==> src/rtl/fifo_param_if.sv <==
// fifo_param_if: producer/consumer and status signals of the parametrised FIFO.
interface fifo_param_if #(
    parameter int unsigned DATA_WIDTH = 8,
    parameter int unsigned DEPTH      = 8
);
    localparam int unsigned ADDR_W = $clog2(DEPTH);

    // Requests from the producer/consumer side
    logic                  wr_en;
    logic [DATA_WIDTH-1:0] wr_data;
    logic                  rd_en;
    logic                  err_clr;

    // Data and status returned by the FIFO
    logic [DATA_WIDTH-1:0] rd_data;
    logic                  rd_valid;
    logic                  full;
    logic                  empty;
    logic                  almost_full;
    logic                  almost_empty;
    logic [ADDR_W:0]       count;
    logic                  wr_error;
    logic                  rd_error;
    logic                  error;

    modport master (
        output wr_en, wr_data, rd_en, err_clr,
        input  rd_data, rd_valid, full, empty, almost_full, almost_empty,
               count, wr_error, rd_error, error
    );

    modport slave (
        input  wr_en, wr_data, rd_en, err_clr,
        output rd_data, rd_valid, full, empty, almost_full, almost_empty,
               count, wr_error, rd_error, error
    );
endinterface

==> src/rtl/fifo_param.sv <==
// fifo_param: single-clock FIFO with registered status flags, occupancy count,
// read-valid strobe, reject pulses and a sticky error flag.
module fifo_param #(
    parameter int unsigned DATA_WIDTH = 8,
    parameter int unsigned DEPTH      = 8,
    parameter int unsigned AF_LEVEL   = 6,
    parameter int unsigned AE_LEVEL   = 2
) (
    input  logic           clk,
    input  logic           reset,
    fifo_param_if.slave    bus
);
    localparam int unsigned ADDR_W = $clog2(DEPTH);
    localparam int unsigned CNT_W  = ADDR_W + 1;

    // Reject illegal configurations at elaboration time
    generate
        if (DEPTH < 2) begin : g_depth_min
            $error("fifo_param: DEPTH must be >= 2");
        end
        if ((DEPTH & (DEPTH - 1)) != 0) begin : g_depth_pow2
            $error("fifo_param: DEPTH must be a power of two");
        end
        if (AE_LEVEL < 1) begin : g_ae_min
            $error("fifo_param: AE_LEVEL must be >= 1");
        end
        if (AE_LEVEL >= AF_LEVEL) begin : g_ae_af
            $error("fifo_param: AE_LEVEL must be below AF_LEVEL");
        end
        if (AF_LEVEL > DEPTH - 1) begin : g_af_max
            $error("fifo_param: AF_LEVEL must be <= DEPTH-1");
        end
    endgenerate

    // Storage (not reset) and pointers
    logic [DATA_WIDTH-1:0] mem_q [DEPTH];
    logic [ADDR_W-1:0]     wr_ptr_q, wr_ptr_d;
    logic [ADDR_W-1:0]     rd_ptr_q, rd_ptr_d;

    // Occupancy and status flags
    logic [CNT_W-1:0]      count_q, count_d;
    logic                  full_q, full_d;
    logic                  empty_q, empty_d;
    logic                  af_q, af_d;
    logic                  ae_q, ae_d;

    // Read data path and error reporting
    logic [DATA_WIDTH-1:0] rd_data_q, rd_data_d;
    logic                  rd_valid_q, rd_valid_d;
    logic                  wr_error_q, wr_error_d;
    logic                  rd_error_q, rd_error_d;
    logic                  error_q, error_d;

    // Accept decisions; a write at full rides on a same-cycle accepted read
    logic rd_acc_c;
    logic wr_acc_c;

    // Accept logic from the registered flags
    always_comb begin
        rd_acc_c = bus.rd_en && !empty_q;
        wr_acc_c = bus.wr_en && (!full_q || rd_acc_c);
    end

    // Next-state for pointers, count, flags, read data and errors
    always_comb begin
        wr_ptr_d   = wr_ptr_q;
        rd_ptr_d   = rd_ptr_q;
        rd_data_d  = rd_data_q;
        rd_valid_d = 1'b0;

        if (wr_acc_c) begin
            wr_ptr_d = wr_ptr_q + ADDR_W'(1);
        end
        if (rd_acc_c) begin
            rd_ptr_d   = rd_ptr_q + ADDR_W'(1);
            rd_data_d  = mem_q[rd_ptr_q];
            rd_valid_d = 1'b1;
        end

        count_d = count_q + CNT_W'(wr_acc_c) - CNT_W'(rd_acc_c);
        full_d  = (count_d == CNT_W'(DEPTH));
        empty_d = (count_d == '0);
        af_d    = (count_d >= CNT_W'(AF_LEVEL));
        ae_d    = (count_d <= CNT_W'(AE_LEVEL));

        wr_error_d = bus.wr_en && !wr_acc_c;
        rd_error_d = bus.rd_en && empty_q;

        // Setting a new error takes priority over a same-cycle clear
        error_d = error_q;
        if (bus.err_clr) begin
            error_d = 1'b0;
        end
        if (wr_error_d || rd_error_d) begin
            error_d = 1'b1;
        end
    end

    // Memory write port; contents survive reset
    always_ff @(posedge clk) begin
        if (wr_acc_c) begin
            mem_q[wr_ptr_q] <= bus.wr_data;
        end
    end

    // Control and status registers with synchronous reset
    always_ff @(posedge clk) begin
        if (reset) begin
            wr_ptr_q   <= '0;
            rd_ptr_q   <= '0;
            count_q    <= '0;
            full_q     <= 1'b0;
            empty_q    <= 1'b1;
            af_q       <= 1'b0;
            ae_q       <= 1'b1;
            rd_data_q  <= '0;
            rd_valid_q <= 1'b0;
            wr_error_q <= 1'b0;
            rd_error_q <= 1'b0;
            error_q    <= 1'b0;
        end else begin
            wr_ptr_q   <= wr_ptr_d;
            rd_ptr_q   <= rd_ptr_d;
            count_q    <= count_d;
            full_q     <= full_d;
            empty_q    <= empty_d;
            af_q       <= af_d;
            ae_q       <= ae_d;
            rd_data_q  <= rd_data_d;
            rd_valid_q <= rd_valid_d;
            wr_error_q <= wr_error_d;
            rd_error_q <= rd_error_d;
            error_q    <= error_d;
        end
    end

    // Drive the interface straight from the registers
    assign bus.rd_data      = rd_data_q;
    assign bus.rd_valid     = rd_valid_q;
    assign bus.full         = full_q;
    assign bus.empty        = empty_q;
    assign bus.almost_full  = af_q;
    assign bus.almost_empty = ae_q;
    assign bus.count        = count_q;
    assign bus.wr_error     = wr_error_q;
    assign bus.rd_error     = rd_error_q;
    assign bus.error        = error_q;

endmodule

==> src/flat_wrapper.sv <==
// flat-port wrapper written by rule: the top's interface ports become plain ports
module fifo_param_flat 
#(
    parameter int unsigned DATA_WIDTH = 8,
    parameter int unsigned DEPTH      = 8,
    parameter int unsigned AF_LEVEL   = 6,
    parameter int unsigned AE_LEVEL   = 2
)
  (clk, reset, bus_wr_en, bus_wr_data, bus_rd_en, bus_err_clr, bus_rd_data, bus_rd_valid, bus_full, bus_empty, bus_almost_full, bus_almost_empty, bus_count, bus_wr_error, bus_rd_error, bus_error);
  fifo_param_if #(.DATA_WIDTH(DATA_WIDTH), .DEPTH(DEPTH)) bus_i ();
  input  logic clk;
  input  logic reset;
  input wire logic [$bits(bus_i.wr_en)-1:0] bus_wr_en;
  input wire logic [$bits(bus_i.wr_data)-1:0] bus_wr_data;
  input wire logic [$bits(bus_i.rd_en)-1:0] bus_rd_en;
  input wire logic [$bits(bus_i.err_clr)-1:0] bus_err_clr;
  output wire logic [$bits(bus_i.rd_data)-1:0] bus_rd_data;
  output wire logic [$bits(bus_i.rd_valid)-1:0] bus_rd_valid;
  output wire logic [$bits(bus_i.full)-1:0] bus_full;
  output wire logic [$bits(bus_i.empty)-1:0] bus_empty;
  output wire logic [$bits(bus_i.almost_full)-1:0] bus_almost_full;
  output wire logic [$bits(bus_i.almost_empty)-1:0] bus_almost_empty;
  output wire logic [$bits(bus_i.count)-1:0] bus_count;
  output wire logic [$bits(bus_i.wr_error)-1:0] bus_wr_error;
  output wire logic [$bits(bus_i.rd_error)-1:0] bus_rd_error;
  output wire logic [$bits(bus_i.error)-1:0] bus_error;
  assign bus_i.wr_en = bus_wr_en;
  assign bus_i.wr_data = bus_wr_data;
  assign bus_i.rd_en = bus_rd_en;
  assign bus_i.err_clr = bus_err_clr;
  assign bus_rd_data = bus_i.rd_data;
  assign bus_rd_valid = bus_i.rd_valid;
  assign bus_full = bus_i.full;
  assign bus_empty = bus_i.empty;
  assign bus_almost_full = bus_i.almost_full;
  assign bus_almost_empty = bus_i.almost_empty;
  assign bus_count = bus_i.count;
  assign bus_wr_error = bus_i.wr_error;
  assign bus_rd_error = bus_i.rd_error;
  assign bus_error = bus_i.error;
  fifo_param #(.DATA_WIDTH(DATA_WIDTH), .DEPTH(DEPTH), .AF_LEVEL(AF_LEVEL), .AE_LEVEL(AE_LEVEL)) u_core (.clk(clk), .reset(reset), .bus(bus_i));
endmodule
==> config.mk <==
export PLATFORM = sky130hd
export DESIGN_NAME = fifo_param_flat
export DESIGN_NICKNAME = d
export VERILOG_FILES = /design/src/rtl/fifo_param_if.sv /design/src/rtl/fifo_param.sv /design/src/flat_wrapper.sv
export SDC_FILE = /design/constraint.sdc
export NUM_CORES = 1
export LEC_CHECK = 0
export CAP_MARGIN = 0
export CORE_UTILIZATION = 30
export CTS_CLUSTER_SIZE = 28
export DETAILED_ROUTE_END_ITERATION = 10
export PLACE_DENSITY = 0.56
export SYNTH_ARGS = -nofsm -noshare
export SYNTH_HDL_FRONTEND = slang
export SYNTH_SLANG_ARGS = --single-unit
==> constraint.sdc <==
create_clock -name clk -period 2.35 [get_ports clk]
set_clock_uncertainty 0.2 [all_clocks]
set_input_delay 0.47 -clock clk [delete_from_list [all_inputs] [get_ports clk]]
set_output_delay 0.47 -clock clk [all_outputs]
set_load 0.005 [all_outputs]
==> metrics.cfg <==
[outcome]
status=finished, final reports clean

[clock_network]
cts-resized-gates=1
worstSkewPairLatency_ns=0.34
cts_inserted_buffers=9
root_buffer=clkbuf_16
ctsHoldBuffers=0
cts_max_level=3
tritoncts=yes
path_clk_slew_ns=0.06
postCtsSetupBuffers=0
cts.sinks=90
cts_buffer_depth=2

[route]
wirelength_um=6880
viasPerCell=4.53
first_pass_iters=4
antenna_left=0
wl_per_cell_um=15.2
drc=0
drt_iter0_drc=79
vias=2055

[min_path]
min_from=u_core.bus.empty
hold_depth=2
min_to=u_core.bus.rd_error
hold_path_class=flop to flop

[synth]
syn-instance-count=248
avgSynthCellArea_um2=14.5
ys_dominant_reg_cell=edfxtp_1
ys_ff_latch=90
synthArstFlopShare_pct=0
synth_area_um2=3590
yosys-top-cells-count=edfxtp_1 (64), mux2i_1 (33), dfxtp_1 (26), nor2_1 (26), a22oi_1 (16)
synth-edff-count=64
synthTopCellsByArea=edfxtp_1 (53%), dfxtp_1 (14%), mux2i_1 (9.2%), a22oi_1 (3.3%), nor2_1 (2.7%)
yosysMostFrequentCell=edfxtp_1
yosysWarnings=0
synth_top_cell_area_share_pct=53.5
synth.yosys.seq_area_share_pct=68.0
ys_types=33
syn-num-nets=268
synth_top_area_cell=edfxtp_1

[global_route]
antenna_found_initial=0
grt_pass1_vias=2121
grt_pass1_wl_um=10800
grt_start_max_net_pins=35
grt.overflow.total=0
track_usage_pct=11.9

[cells_and_area]
fillCellCount=1067
area_delta_synth_final_pct=26.9
antennaDiodeCount=0
num-nets-final=326
drive_above_1_share_pct=20.9
post-route-util_pct=39.4

[floorplanning]
die_h_um=111
core_um2=11600
row_count=39
fp.dieW_um=111
die_area_um2=12400
io_pins=33
initial_core_util_pct=31.1

[power]
ir_drop_v=0.000443
p_leak_uw=0.00160
fin_total_pwr_uw=4670
powerDensity_nw_per_um2=1020

[timing]
fmax_mhz=448
setup_violations=0
final_hold_viol_count=0
slew-limit-headroom_pct=67.7
min_period_ns=2.23
rsz0062_at_grt=false
slew_viol_final=0
worst_slew_pin_slew_ns=0.483
fin_crit_sh_pct=95.1

[placed_design]
globalplace.congestion=0.757
hpwl_um=4610
portBuffers=32

[critical_path]
end_kind=flop
slowest_delay_ns=0.47
critical_path.top_delay_family=adder cells
crit_start=u_core.bus.empty
cp_cell_sequence=nand2b_4 > inv_4 > ha_4 > inv_1 > ha_2 > inv_2 > fa_2 > nand2b_4 > a31o_2
reg2regPathDepth=9
crit_type=flop to flop
crit_slowest_cell=fa_2
startpoint_type=flop
worstReg2RegStart=u_core.bus.empty
worst-path-buf-inv=3
r2r_end=u_core.bus.almost_empty
worstPathRequired_ns=2.38
cpMostUsedCell=nand2b_4
crit_arrival_ns=2.26
worstSetupPathDepth=9
path_max_fanout=5
r2r_setup_slack_ns=0.12

[run]
drv_cap=0

==> area by class of cell <==
class | instances | area, um^2 | share of cell area, %
timing repair buffer | 59 | 547 | 12.0
clock inverter | 7 | 73.8 | 1.62
clock buffer | 9 | 225 | 4.94
tap | 143 | 179 | 3.92
multi-input combinational | 136 | 1050 | 23.1
inverter | 10 | 40.0 | 0.878
sequential | 90 | 2440 | 53.6
==> flip-flops by register name, summed over array words and instances (netlist names) <==
register and cells:
u_core.bus.almost_empty 1, u_core.bus.almost_full 1, u_core.bus.count 4, u_core.bus.empty 1
u_core.bus.error 1, u_core.bus.full 1, u_core.bus.rd_data 8, u_core.bus.rd_error 1
u_core.bus.rd_valid 1, u_core.bus.wr_error 1, u_core.mem_q 64, u_core.rd_ptr_q 3
u_core.wr_ptr_q 3
==> per-stage QoR <==
stage                     cell area (um^2)  instances  TNS, ns  setup WS, ns  hold WS [ns]
after global placement                4260        438    -3.95        -0.423         0.291
final                                 4560        454        0         0.115         0.290
after detailed placement              4260        438    -4.57        -0.446         0.283
after CTS                             4560        454        0         0.108         0.295
after floorplan                       3640        248        0       0.00123         0.269
after global routing                  4560        454        0       0.00475         0.335
==> worst min-delay path: stages, from the launching register on <==
cell	delay, ns
dfxtp_1	0.32
nand2_1	0.08
nor2_1	0.04
==> kinds of logic (layout without fill, tap and decap cells) <==
kind of cell               Yosys count  after routing  share of synthesized area (%)
adders and majority gates            7              7                           2.65
AOI/OAI and AO/OA                   34             34                           6.69
xor gates and xnor gates             6              6                           1.46
buffers and inverters               22             85                           3.93
muxes                               33             33                           9.19
DFF                                 90             90                           68.0
and+or+nand+nor                     56             56                           8.11
==> cell usage in the layout (no fill, tap or decap), types with 2 or more instances in the layout <==
master,synthesis,final
dfxtp_1,26,25
clkbuf_16,0,9
nand2_1,7,7
xnor2_1,2,2
buf_4,0,25
ha_1,6,4
nand2b_4,0,2
clkdlybuf4s50_1,0,31
mux2i_1,33,33
a22oi_1,16,16
nor3_2,8,8
clkinv_2,0,2
nor3_1,4,4
inv_1,10,8
buf_12,2,2
edfxtp_1,64,64
nor2_1,26,26
nor2b_1,2,2
inv_6,0,3
xor2_1,4,3
nand2b_1,6,4
a21oi_1,11,11
==> report_power, final <==
part / switching [uW] / leakage (uW) / internal (uW)
sequential: 86.0 / 0.000796 / 1880
combinational: 622 / 0.000657 / 658
clock: 597 / 0.000147 / 831
==> metal layers <==
layer	routed length [um]	part of all wire [%]	track usage [%]
met1	2980	43	13.6
met2	3560	52	20.7
met3	213	3.1	3.27
met4	137	2.0	5.86
met5	0	0	0
==> how the worst max path moves through the flow <==
stage and endpoint:
2_1_floorplan u_core.bus.almost_empty, 3_3_place_gp u_core.bus.almost_empty, 3_5_place_dp u_core.bus.almost_full, 4_1_cts u_core.bus.almost_empty
5_1_grt u_core.bus.almost_full, 6_report u_core.bus.almost_empty
Note: power is estimated with default switching activity, not from simulation.
